===== src/rtl/ram_loader.sv =====
// ram_loader: byte-stream command port driving the second port of the
// 2K x 8 program/data RAM. Handles W (write), R (read back), G (release CPU)
// and H (hold CPU) commands from a byte source, and keeps the CPU in reset
// until released.
module ram_loader (
  input  logic        clk,
  input  logic        rst,
  input  logic [7:0]  in_data,
  input  logic        in_valid,
  output logic        in_ready,
  output logic [7:0]  out_data,
  output logic        out_valid,
  input  logic        out_ready,
  output logic [10:0] ram_addr,
  output logic [7:0]  ram_din,
  output logic        ram_we,
  input  logic [7:0]  ram_dout,
  output logic        cpu_hold,
  output logic        busy,
  output logic        err
);

  typedef enum logic [2:0] {
    IDLE,
    HDR,
    WRITE,
    RD_ADDR,
    RD_WAIT,
    RD_OUT
  } state_t;

  localparam logic [7:0] CMD_W = 8'h57;
  localparam logic [7:0] CMD_R = 8'h52;
  localparam logic [7:0] CMD_G = 8'h47;
  localparam logic [7:0] CMD_H = 8'h48;

  state_t      state;
  logic [1:0]  hdr_cnt;
  logic        is_read;
  logic [10:0] addr;
  logic [15:0] remaining;

  // Command parser, header capture, write/readback sequencing and CPU hold.
  always_ff @(posedge clk) begin
    if (rst) begin
      state     <= IDLE;
      hdr_cnt   <= '0;
      is_read   <= 1'b0;
      addr      <= '0;
      remaining <= '0;
      out_data  <= '0;
      cpu_hold  <= 1'b1;
      err       <= 1'b0;
    end else begin
      case (state)
        IDLE: begin
          if (in_valid) begin
            case (in_data)
              CMD_W: begin
                state   <= HDR;
                hdr_cnt <= '0;
                is_read <= 1'b0;
                err     <= 1'b0;
              end
              CMD_R: begin
                state   <= HDR;
                hdr_cnt <= '0;
                is_read <= 1'b1;
                err     <= 1'b0;
              end
              CMD_G: begin
                cpu_hold <= 1'b0;
                err      <= 1'b0;
              end
              CMD_H: begin
                cpu_hold <= 1'b1;
                err      <= 1'b0;
              end
              default: err <= 1'b1;
            endcase
          end
        end
        HDR: begin
          if (in_valid) begin
            hdr_cnt <= hdr_cnt + 2'd1;
            case (hdr_cnt)
              2'd0: addr[10:8]       <= in_data[2:0];
              2'd1: addr[7:0]        <= in_data;
              2'd2: remaining[15:8]  <= in_data;
              default: begin
                remaining[7:0] <= in_data;
                // Zero length: straight back to IDLE, no RAM access.
                if ({remaining[15:8], in_data} == 16'h0000)
                  state <= IDLE;
                else if (is_read)
                  state <= RD_ADDR;
                else
                  state <= WRITE;
              end
            endcase
          end
        end
        WRITE: begin
          if (in_valid) begin
            addr      <= addr + 11'd1;
            remaining <= remaining - 16'd1;
            if (remaining == 16'd1)
              state <= IDLE;
          end
        end
        RD_ADDR: state <= RD_WAIT;
        RD_WAIT: begin
          out_data <= ram_dout;
          state    <= RD_OUT;
        end
        RD_OUT: begin
          if (out_ready) begin
            addr      <= addr + 11'd1;
            remaining <= remaining - 16'd1;
            state     <= (remaining == 16'd1) ? IDLE : RD_ADDR;
          end
        end
        default: state <= IDLE;
      endcase
    end
  end

  // Handshake and RAM-port outputs decoded from the registered state; write
  // data passes straight through so each accepted byte lands the same cycle.
  always_comb begin
    in_ready  = (state == IDLE) || (state == HDR) || (state == WRITE);
    out_valid = (state == RD_OUT);
    busy      = (state != IDLE);
    ram_addr  = addr;
    ram_we    = (state == WRITE) && in_valid;
    ram_din   = (state == WRITE) ? in_data : 8'h00;
  end

endmodule


===== config.mk =====
export PLATFORM = sky130hd
export DESIGN_NAME = ram_loader
export DESIGN_NICKNAME = d
export VERILOG_FILES = /design/src/rtl/ram_loader.sv
export SDC_FILE = /design/constraint.sdc
export NUM_CORES = 1
export LEC_CHECK = 0
export CAP_MARGIN = 0
export CORE_MARGIN = 2
export CORE_UTILIZATION = 30
export CTS_CLUSTER_SIZE = 20
export DETAILED_ROUTE_END_ITERATION = 7
export MAX_ROUTING_LAYER = met4
export PLACE_DENSITY_LB_ADDON = 0.08
export SLEW_MARGIN = 20
export SYNTH_ARGS = -nofsm -noshare
export SYNTH_HDL_FRONTEND = slang
export SYNTH_SLANG_ARGS = --single-unit

===== constraint.sdc =====
create_clock -name clk -period 1.8 [get_ports clk]
set_input_delay 0.36 -clock clk [delete_from_list [all_inputs] [get_ports clk]]
set_output_delay 0.36 -clock clk [all_outputs]
set_load 0.005 [all_outputs]

==> flow_summary.ini, run 1 <==
[run_status]
outcome = finished, violations left
failed_checks = negative setup slack

[synth]
synth_fp_nets = 374
synth_area_leaders = dfxtp_1 32%, a21oi_1 7.5%, o21ai_0 6.0%
synth-edff-count = 0
synth-seq-cells = 43
synth-main-ff-cell = dfxtp_1
syn_inst = 347
synth_top_area_cell = dfxtp_1
synthesis.area_sq_um = 2650
yosysMostFrequentCell = dfxtp_1
avgSynthCellArea_sq_um = 7.64
synth_commonest_cells = 43 x dfxtp_1, 40 x a21oi_1, 34 x nand2_1
synth_seq_area_share_pct = 32.5
async_flop_share_pct = 0
ys_warn_count = 0
ys_types = 59
netlist.area_leader.share_pct = 32.5

[setup_path]
critPathCaptureType = register
worstPathMaxFanout = 2
cp_cell_sequence = or4_4 -> nor4_4 -> nand2b_4 -> o211ai_1 -> a32o_1
cp_data_arrival_time_ns = 2.12
required_ns = 1.98
critPathMaxStageDelay_ns = 0.56
worstReg2RegStart = remaining[5]
startpoint = remaining[5]
crit_type = reg2reg
path_buf_inv = 0
critPathSlowestCell = or4_4
startpoint_type = register
cp.depth = 5
reg2reg_depth = 5
critical_path.top_delay_family = simple AND/OR/NAND/NOR gates

[detailed_routing]
drtIter0Drc = 95
wire_per_inst_um = 16.7
ant_nets = 0
routed_wl_um = 9950
drt_drc_violations_left = 0
vias_per_cell = 5.40
vias = 3206
first_pass_iters = 5

[clocking]
cts_max_path_buffers = 2
cts_sinks = 43
cts_hold_buf = 0
cts_max_level = 2
cts-root-buf = clkbuf_8
insertion_delay_ns = 0.30
cts_tree = built
cts_buffers = 5
path_clk_slew_ns = 0.09

[worst_hold_path]
hold-path-cell-count = 2
min_path_type = reg2reg
min-delay-start = out_data[3]

[placement]
place_worst_setup_slack_ns = -0.424
hpwlAfterDp_um = 6920
place_area_sq_um = 3800
dp.cells = 564
io_buffers = 52
place_congestion = 0.808

[timing]
layout_min_cycle_time_ns = 1.94
finalWorstSetupSlack_ns = -0.139
worstMarginPinSlew_ns = 0.358
max-slew-margin-rel_pct = 76.0
maxSlewViolCount = 0
fin_crit_sh_pct = 108
clock_skew_ns = 0.0139
hold_slack_ns = 0.457
report.final.hold_viol_count = 0
rsz0062_at_grt = yes
setup-violations-final = 4
finalSetupTns_ns = -0.329
max_freq_mhz = 516

[cells_and_area]
stdcell_area_sq_um = 4430
final_cells = 594
antenna_cells = 0
syn2layout_area_growth_pct = 67.1
layout.nets = 513
drive_gt1_share_pct = 35.8
multi_input_comb_area_sq_um = 1970
fill_cells = 856
final_core_util_pct = 51.3
seq_area_sq_um = 880

[floorplanning]
rows = 34
core_area_sq_um = 8640
dieArea_sq_um = 9610
die_w_um = 98.0
io-pin-count = 53
initial_core_util_pct = 30.7
die_h_um = 98.0

[pwr]
p_leak_nw = 1.80
vdd_drop_max_mv = 0.300
powerDensity_nw_per_um2 = 427
power_mw = 1.89

[grt]
antenna_found_initial = 0
grt_pass1_wl_um = 15700
grt_usage_pct = 20.6
grt_pass1_vias = 3095
gr-total-overflow = 0
grt_start_max_net_pins = 19

[flow_run]
max_cap_viol_count = 0
==> layout make-up <==
cell class | instances | share of cell area [%]
flip-flops and latches | 43 | 19.8
clock buffers | 6 | 1.64
inverters | 12 | 1.07
repair buffers | 148 | 29.4
multi-input cells | 276 | 44.4
well taps | 108 | 3.05
clock inverters | 1 | 0.678
==> layout by cell type, fill, tap and decap left out, types with 4 or more instances in the layout <==
cell and n:
buf_4 75, a21oi_1 37, clkdlybuf4s50_1 37, dfxtp_1 36, nand2_1 32, o21ai_0 24
nor2_1 21, buf_6 20, nand3_1 11, nor3_1 10, and2_1 9, inv_1 8
nor3_2 7, o21ai_1 7, buf_2 7, a32o_1 6, a211oi_1 6, nand4_1 5
ha_1 5, clkbuf_8 5, nor2_2 4, a31oi_1 4, o21a_1 4, dlygate4sd2_1 4
dfxtp_4 4
==> worst paths after layout <==
check                              endpoint  slack [ns]
worst max register to register     state[0]       -0.14
worst min-delay path            out_data[3]        0.46
worst max-delay path               state[0]       -0.14
worst min register to register  out_data[3]        0.46
==> sequential cells by signal, indices dropped and copies added (netlist names) <==
register   count
ram_addr      11
is_read        1
remaining     16
out_data       8
err            1
state          3
hdr_cnt        2
cpu_hold       1
==> power breakdown <==
part           switching, mW  leakage, nW  total [mW]  internal, mW
logic                 0.0925         1.40       0.186        0.0937
registers            0.00147        0.351       0.948         0.946
clock network          0.350       0.0513       0.758         0.408
==> tightest hold or removal path, cell delays in order (launching register included) <==
cell and delay [ns]:
dfxtp_1 0.31, nand2_1 0.05, a21oi_1 0.05
==> layer usage <==
layer  track usage [%]  share of wire (%)  up-vias
li1                  -                  -     1576
met1              27.7                 46     1531
met2              32.8                 48       89
met3              3.01                4.7       10
met4              4.59                1.0        0
met5                 -                  0        -
==> cells by family (layout without fill, tap and decap cells) <==
kind of cell | count (synthesis) | count (layout) | share of synthesized area, %
AND/OR/NAND/NOR | 143 | 143 | 29.8
AO/OA/AOI/OAI | 125 | 125 | 29.7
buffers and inverters | 28 | 167 | 4.43
XOR/XNOR | 1 | 1 | 0.330
flip-flops | 43 | 43 | 32.5
adder cells (fa/ha/maj) | 7 | 7 | 3.30
==> repair_timing <==
item | CTS | global route
pin swaps | 13 | 32
endpoints found under the setup margin | 26 | 43
buffers inserted | 11 | 16
gates resized for setup | 87 | 60
gates cloned | 0 | 1
Power figures use the tool's default switching activity.
==> inputs of run 2 (changes only) <==
--- a/config.mk
+++ b/config.mk
@@ -7,11 +7,11 @@
 export LEC_CHECK = 0
 export CAP_MARGIN = 0
 export CORE_MARGIN = 2
-export CORE_UTILIZATION = 30
+export CORE_UTILIZATION = 47
 export CTS_CLUSTER_SIZE = 20
 export DETAILED_ROUTE_END_ITERATION = 7
 export MAX_ROUTING_LAYER = met4
-export PLACE_DENSITY_LB_ADDON = 0.08
+export PLACE_DENSITY = 0.87
 export SLEW_MARGIN = 20
 export SYNTH_ARGS = -nofsm -noshare
 export SYNTH_HDL_FRONTEND = slang
==> run 2 against run 1 <==
  * The flow still finishes with violations (negative setup slack)
  * Setup slack got worse by 0.079 ns
  * Hold slack improved by 0.00063 ns
  * Power is 4.5% lower
  * Highest routed layer unchanged
  * Sequential power about the same
  * Non-clock buffer count is 3 lower
  * Critical path depth increased by 2
  * Die area down 35%
  * Maximum frequency down 3.9%
  * Via count increased by 18%
  * Clock power fell by 14%
  * Final area rose by 2.7%
  * Register-to-register slack lost 0.08 ns
==> flow_summary.ini, run 2 (same netlist as run 1, synthesis figures left out) <==
[run_status]
outcome = finished, violations left
failed_checks = negative setup slack

[placement]
dp.cells = 521
hpwlAfterDp_um = 6230
place_worst_setup_slack_ns = -0.421
io_buffers = 52
place_congestion = 0.926

[cells_and_area]
final_cells = 557
layout_common_cells = 64 x buf_4, 38 x clkdlybuf4s50_1, 36 x dfxtp_1
drive_gt1_share_pct = 41.2
syn2layout_area_growth_pct = 71.6
top_register = remaining
fill_cells = 297
layout.nets = 511
largest_register_ffs = 16
final_common_cell = buf_4
final_core_util_pct = 83.2
antenna_cells = 0

[clocking]
path_clk_slew_ns = 0.10
cts_buffers = 5
cts_tree = built
cts-root-buf = clkbuf_8
cts_sinks = 43
cts_max_path_buffers = 2
cts_max_level = 2
insertion_delay_ns = 0.31

[timing]
finalWorstSetupSlack_ns = -0.218
finalSetupTns_ns = -1.65
clock_skew_ns = 0.0150
maxSlewViolCount = 0
fin_crit_sh_pct = 112
max_freq_mhz = 496
setup-violations-final = 29
layout_min_cycle_time_ns = 2.02
report.final.hold_viol_count = 0
max-slew-margin-rel_pct = 70.5
worstMarginPinSlew_ns = 0.442
rsz0062_at_grt = yes

[setup_path]
worstPathMaxFanout = 4
worstReg2RegStart = remaining[8]
rr_endpoint = remaining[13]
crit_type = reg2reg
cp_data_arrival_time_ns = 2.21
critPathSlowestCell = dfxtp_2
required_ns = 2.00
critPathMaxStageDelay_ns = 0.34
cp_cell_sequence = buf_6 -> nor4_4 -> buf_4 -> nand4_1 -> nor3_1 -> o21ai_0 -> a32o_1
startpoint_type = register
critPathCaptureType = register
reg2reg_depth = 7
rrSetupSlack_ns = -0.22

[floorplanning]
die_w_um = 79.1
initial_core_util_pct = 48.5
die_h_um = 79.1
dieArea_sq_um = 6260
core_area_sq_um = 5470
io-pin-count = 53
rows = 27

[flow_run]
max_cap_viol_count = 0

[grt]
grt_start_max_net_pins = 24
grt_usage_pct = 33.8
busiest_layer = met2
met3_usage_pct = 7.16
gr-total-overflow = 0
grt_pass1_vias = 3332
grt_pass1_wl_um = 16200
use_met2_pct = 56.0
grt_util_met1_pct = 38.5
antenna_found_initial = 0

[detailed_routing]
wire_per_inst_um = 22.9
first_pass_iters = 5
vias_per_cell = 6.80
drt_drc_violations_left = 0
ant_nets = 0
vias = 3788
routed_wl_um = 12700
drtIter0Drc = 382

[pwr]
vdd_drop_max_mv = 0.318
p_leak_nw = 1.75
powerDensity_nw_per_um2 = 397

[worst_hold_path]
whs_endpoint = out_data[6]
hold-path-cell-count = 2
min_path_type = reg2reg
min-delay-start = out_data[6]
[run 2: cell types whose count changed in the layout (fill, tap and decap cells not counted), sizes merged]
cell and change:
inv -1, o21ai +1, bufinv -1, clkinvlp +2, buf -10, clkdlybuf4s50 +1
clkinv +1, dlymetal6s2s -2, dlygate4sd2 -1, clkbuf +9
[run 2: area by class of cell]
class / count / area (sq um) / share of cell area [%]
flip-flops and latches: 43 / 880 / 19.3
clock buffers: 6 / 72.6 / 1.59
inverters: 12 / 51.3 / 1.13
multi-input cells: 277 / 2130 / 46.8
clock inverters: 2 / 12.5 / 0.275
well taps: 72 / 90.1 / 1.98
repair buffers: 145 / 1320 / 28.9
[run 2: timing repair]
action / CTS / global route
resized for setup: 70 / 117
hold buffers: 0 / 0
setup endpoints to repair: 42 / 44
setup buffers: 13 / 12
pin swaps: 14 / 40
cloned: 2 / 3
[run 2: report_power, final]
group / switching, mW / internal [mW]
registers: 0.00125 / 0.946
clock network: 0.381 / 0.272
logic: 0.107 / 0.0992
total: 0.489 / 1.32
[run 2: per-layer routing]
metal  routed length (um)  vias to the layer above
li1                     -                     1577
met1                 4450                     1765
met2                 6050                      320
met3                 1230                      126
met4                 1010                        0
met5                    0                        -
[run 2: worst max path at each step]
stage | from | end | slack, ns | cells after the start
finish | remaining[8] | remaining[13] | -0.22 | 7
global route | remaining[8] | remaining[13] | -0.23 | 7
CTS | state[2] | ram_din[2] | -0.09 | 4
detailed placement | in_data[7] | state[0] | -0.42 | 7
global placement | in_data[1] | state[0] | -0.39 | 7
floorplan | remaining[5] | state[0] | 0.06 | 5
[run 2: metrics by stage]
step                hold WS, ns  cell area [sq um]  power [mW]
floorplan                 0.440               2660        1.03
global placement          0.441               3710        1.14
detailed placement        0.448               3710        1.14
CTS                       0.459               4110        1.76
global route              0.482               4550        1.85
finish                    0.458               4550        1.81
[run 2: critical path: cells and delay by family (launching register included)]
family / cells / cell delay, ns
simple gates: 3 / 0.80
compound gates: 2 / 0.44
flops: 1 / 0.34
buf+inv: 2 / 0.33
==> patch, RTL diff (config.mk and constraints of run 1) <==
The 6 states of `state_t` get a Gray code encoding in 3 bits.
--- a/src/rtl/ram_loader.sv
+++ b/src/rtl/ram_loader.sv
@@ -23,8 +23,8 @@
   typedef enum logic [2:0] {
-    IDLE,
-    HDR,
-    WRITE,
-    RD_ADDR,
-    RD_WAIT,
-    RD_OUT
+    IDLE    = 3'b000,
+    HDR     = 3'b001,
+    WRITE   = 3'b011,
+    RD_ADDR = 3'b010,
+    RD_WAIT = 3'b110,
+    RD_OUT  = 3'b111
   } state_t;
Formal check against the unedited RTL: no difference found for any inputs over 10 cycles, from zero or initial values and one cycle with rst high; not proved beyond that.
==> patch against run 1 <==
The run still ends with setup timing left. Sequential cell count stayed put. Worst setup slack improved by 0.030 ns. Routed wire length is 9.7% lower. Die area shrank 1.9%. Final area shrank 9.5%. Highest routed layer unchanged. Fmax up 1.6%. Utilization shrank 3.0 points. Via count fell by 6.5%. Area after synthesis shrank 2.0%. Final cell count decreased by 4.0%.
Power is not compared: it rests on default switching activity, and its combinational part moved more than twofold at a synthesized area within 25%.
==> patch: results (changes against run 1) <==
outcome: finished, violations left
final core occ: 48.3% (-3.0 points)
actual slew at the worst max-slew pin: 0.366 ns (+0.00822 ns)
DR pass1 iterations: 4 (-1)
Layout Cells excl Fill: 570 (-4.0%)
DR vias: 2997 (-6.5%)
top cells by area, synth: dfxtp_1 33%, a21oi_1 8.3%, o21ai_0 5.4%
Area after DPL: 3670 sq um (-3.6%)
final worst-path setup slack: -0.109 ns (+0.0298 ns)
failing checks: setup timing
fraction of layout cells with a size suffix above 1: 26.7% (-9.1 points)
syn_nets: 377 (+0.80%)
drt total wl: 8.98 mm (-9.7%)
DR iter-0 viols: 138 (+45%)
Synth Instances: 350 (+0.86%)
layout filler cell count: 846 (-1.2%)
TNS Setup: -0.136 ns (+0.192 ns)
met3 global-route usage: 2.95% (-0.057 points)
pre-CTS setup slack: -0.599 ns (-0.176 ns)
sequential area share after synthesis: 33.1% (+0.67 points)
GR met1 Demand/Resource: 27.6% (-0.18 points)
GPL Wtd Cong: 0.831 (+2.8%)
top cells by count, synth: 43 x a21oi_1, 43 x dfxtp_1, 33 x nand2_1
endpoints failing setup: 2 (-2)
first-pass GRT wire length: 14.8 mm (-5.7%)
patch: changes by cell type after synthesis, moves of 4 or more:
cell             run 1  this run
buf_1                0         4
nor2_1              26        31
clkbuf_1             6        15
a32o_1               6         0
a31oi_1              5         1
buf_2                9         2
nand3_1             12        16
nor3_1              17        13
and2_1              11        15
o21ai_0             32        28
patch: final cells by class:
cell class,count,share of cell area (%)
clock buffers,6,1.81
inverters,13,1.22
multi-input cells,273,43.1
repair buffers,128,27.3
clock inverters,2,1.50
flip-flops and latches,43,21.8
well taps,105,3.28
patch: layer usage:
metal / up-vias / wire (um)
li1: 1499 / -
met1: 1420 / 4330
met2: 69 / 4210
met3: 9 / 355
met4: 0 / 90
met5: - / 0
patch: where the power goes:
| group | total, W | internal [W] | leakage [nW] | switching (W) |
|---|---|---|---|---|
| registers | 0.00104 | 0.000995 | 0.350 | 0.0000418 |
| clock network | 0.000916 | 0.000555 | 0.0654 | 0.000360 |
| logic | 0.000577 | 0.000305 | 1.18 | 0.000273 |
patch: path summary, 6_finish.rpt:
kind,end,slack [ns],start,cells after the start
worst max-delay path,state[1],-0.11,remaining[11],5
worst min-delay path,out_data[6],0.46,out_data[6],2
worst max register to register,state[1],-0.11,remaining[11],5
worst min register to register,out_data[6],0.46,out_data[6],2
patch: worst max-delay path, cell delays in order (launching register included):
cell,delay [ns]
dfxtp_1,0.32
or4_4,0.54
or4_4,0.45
o21a_1,0.21
o31ai_1,0.19
mux2i_1,0.10
patch: kinds of logic after synthesis:
family | share of synthesized area [%]
simple gates | 27.5
compound gates | 29.5
flops | 33.1
buf+inv | 5.01
fa+ha+maj | 3.37
xor+xnor | 0.674
mux | 0.770
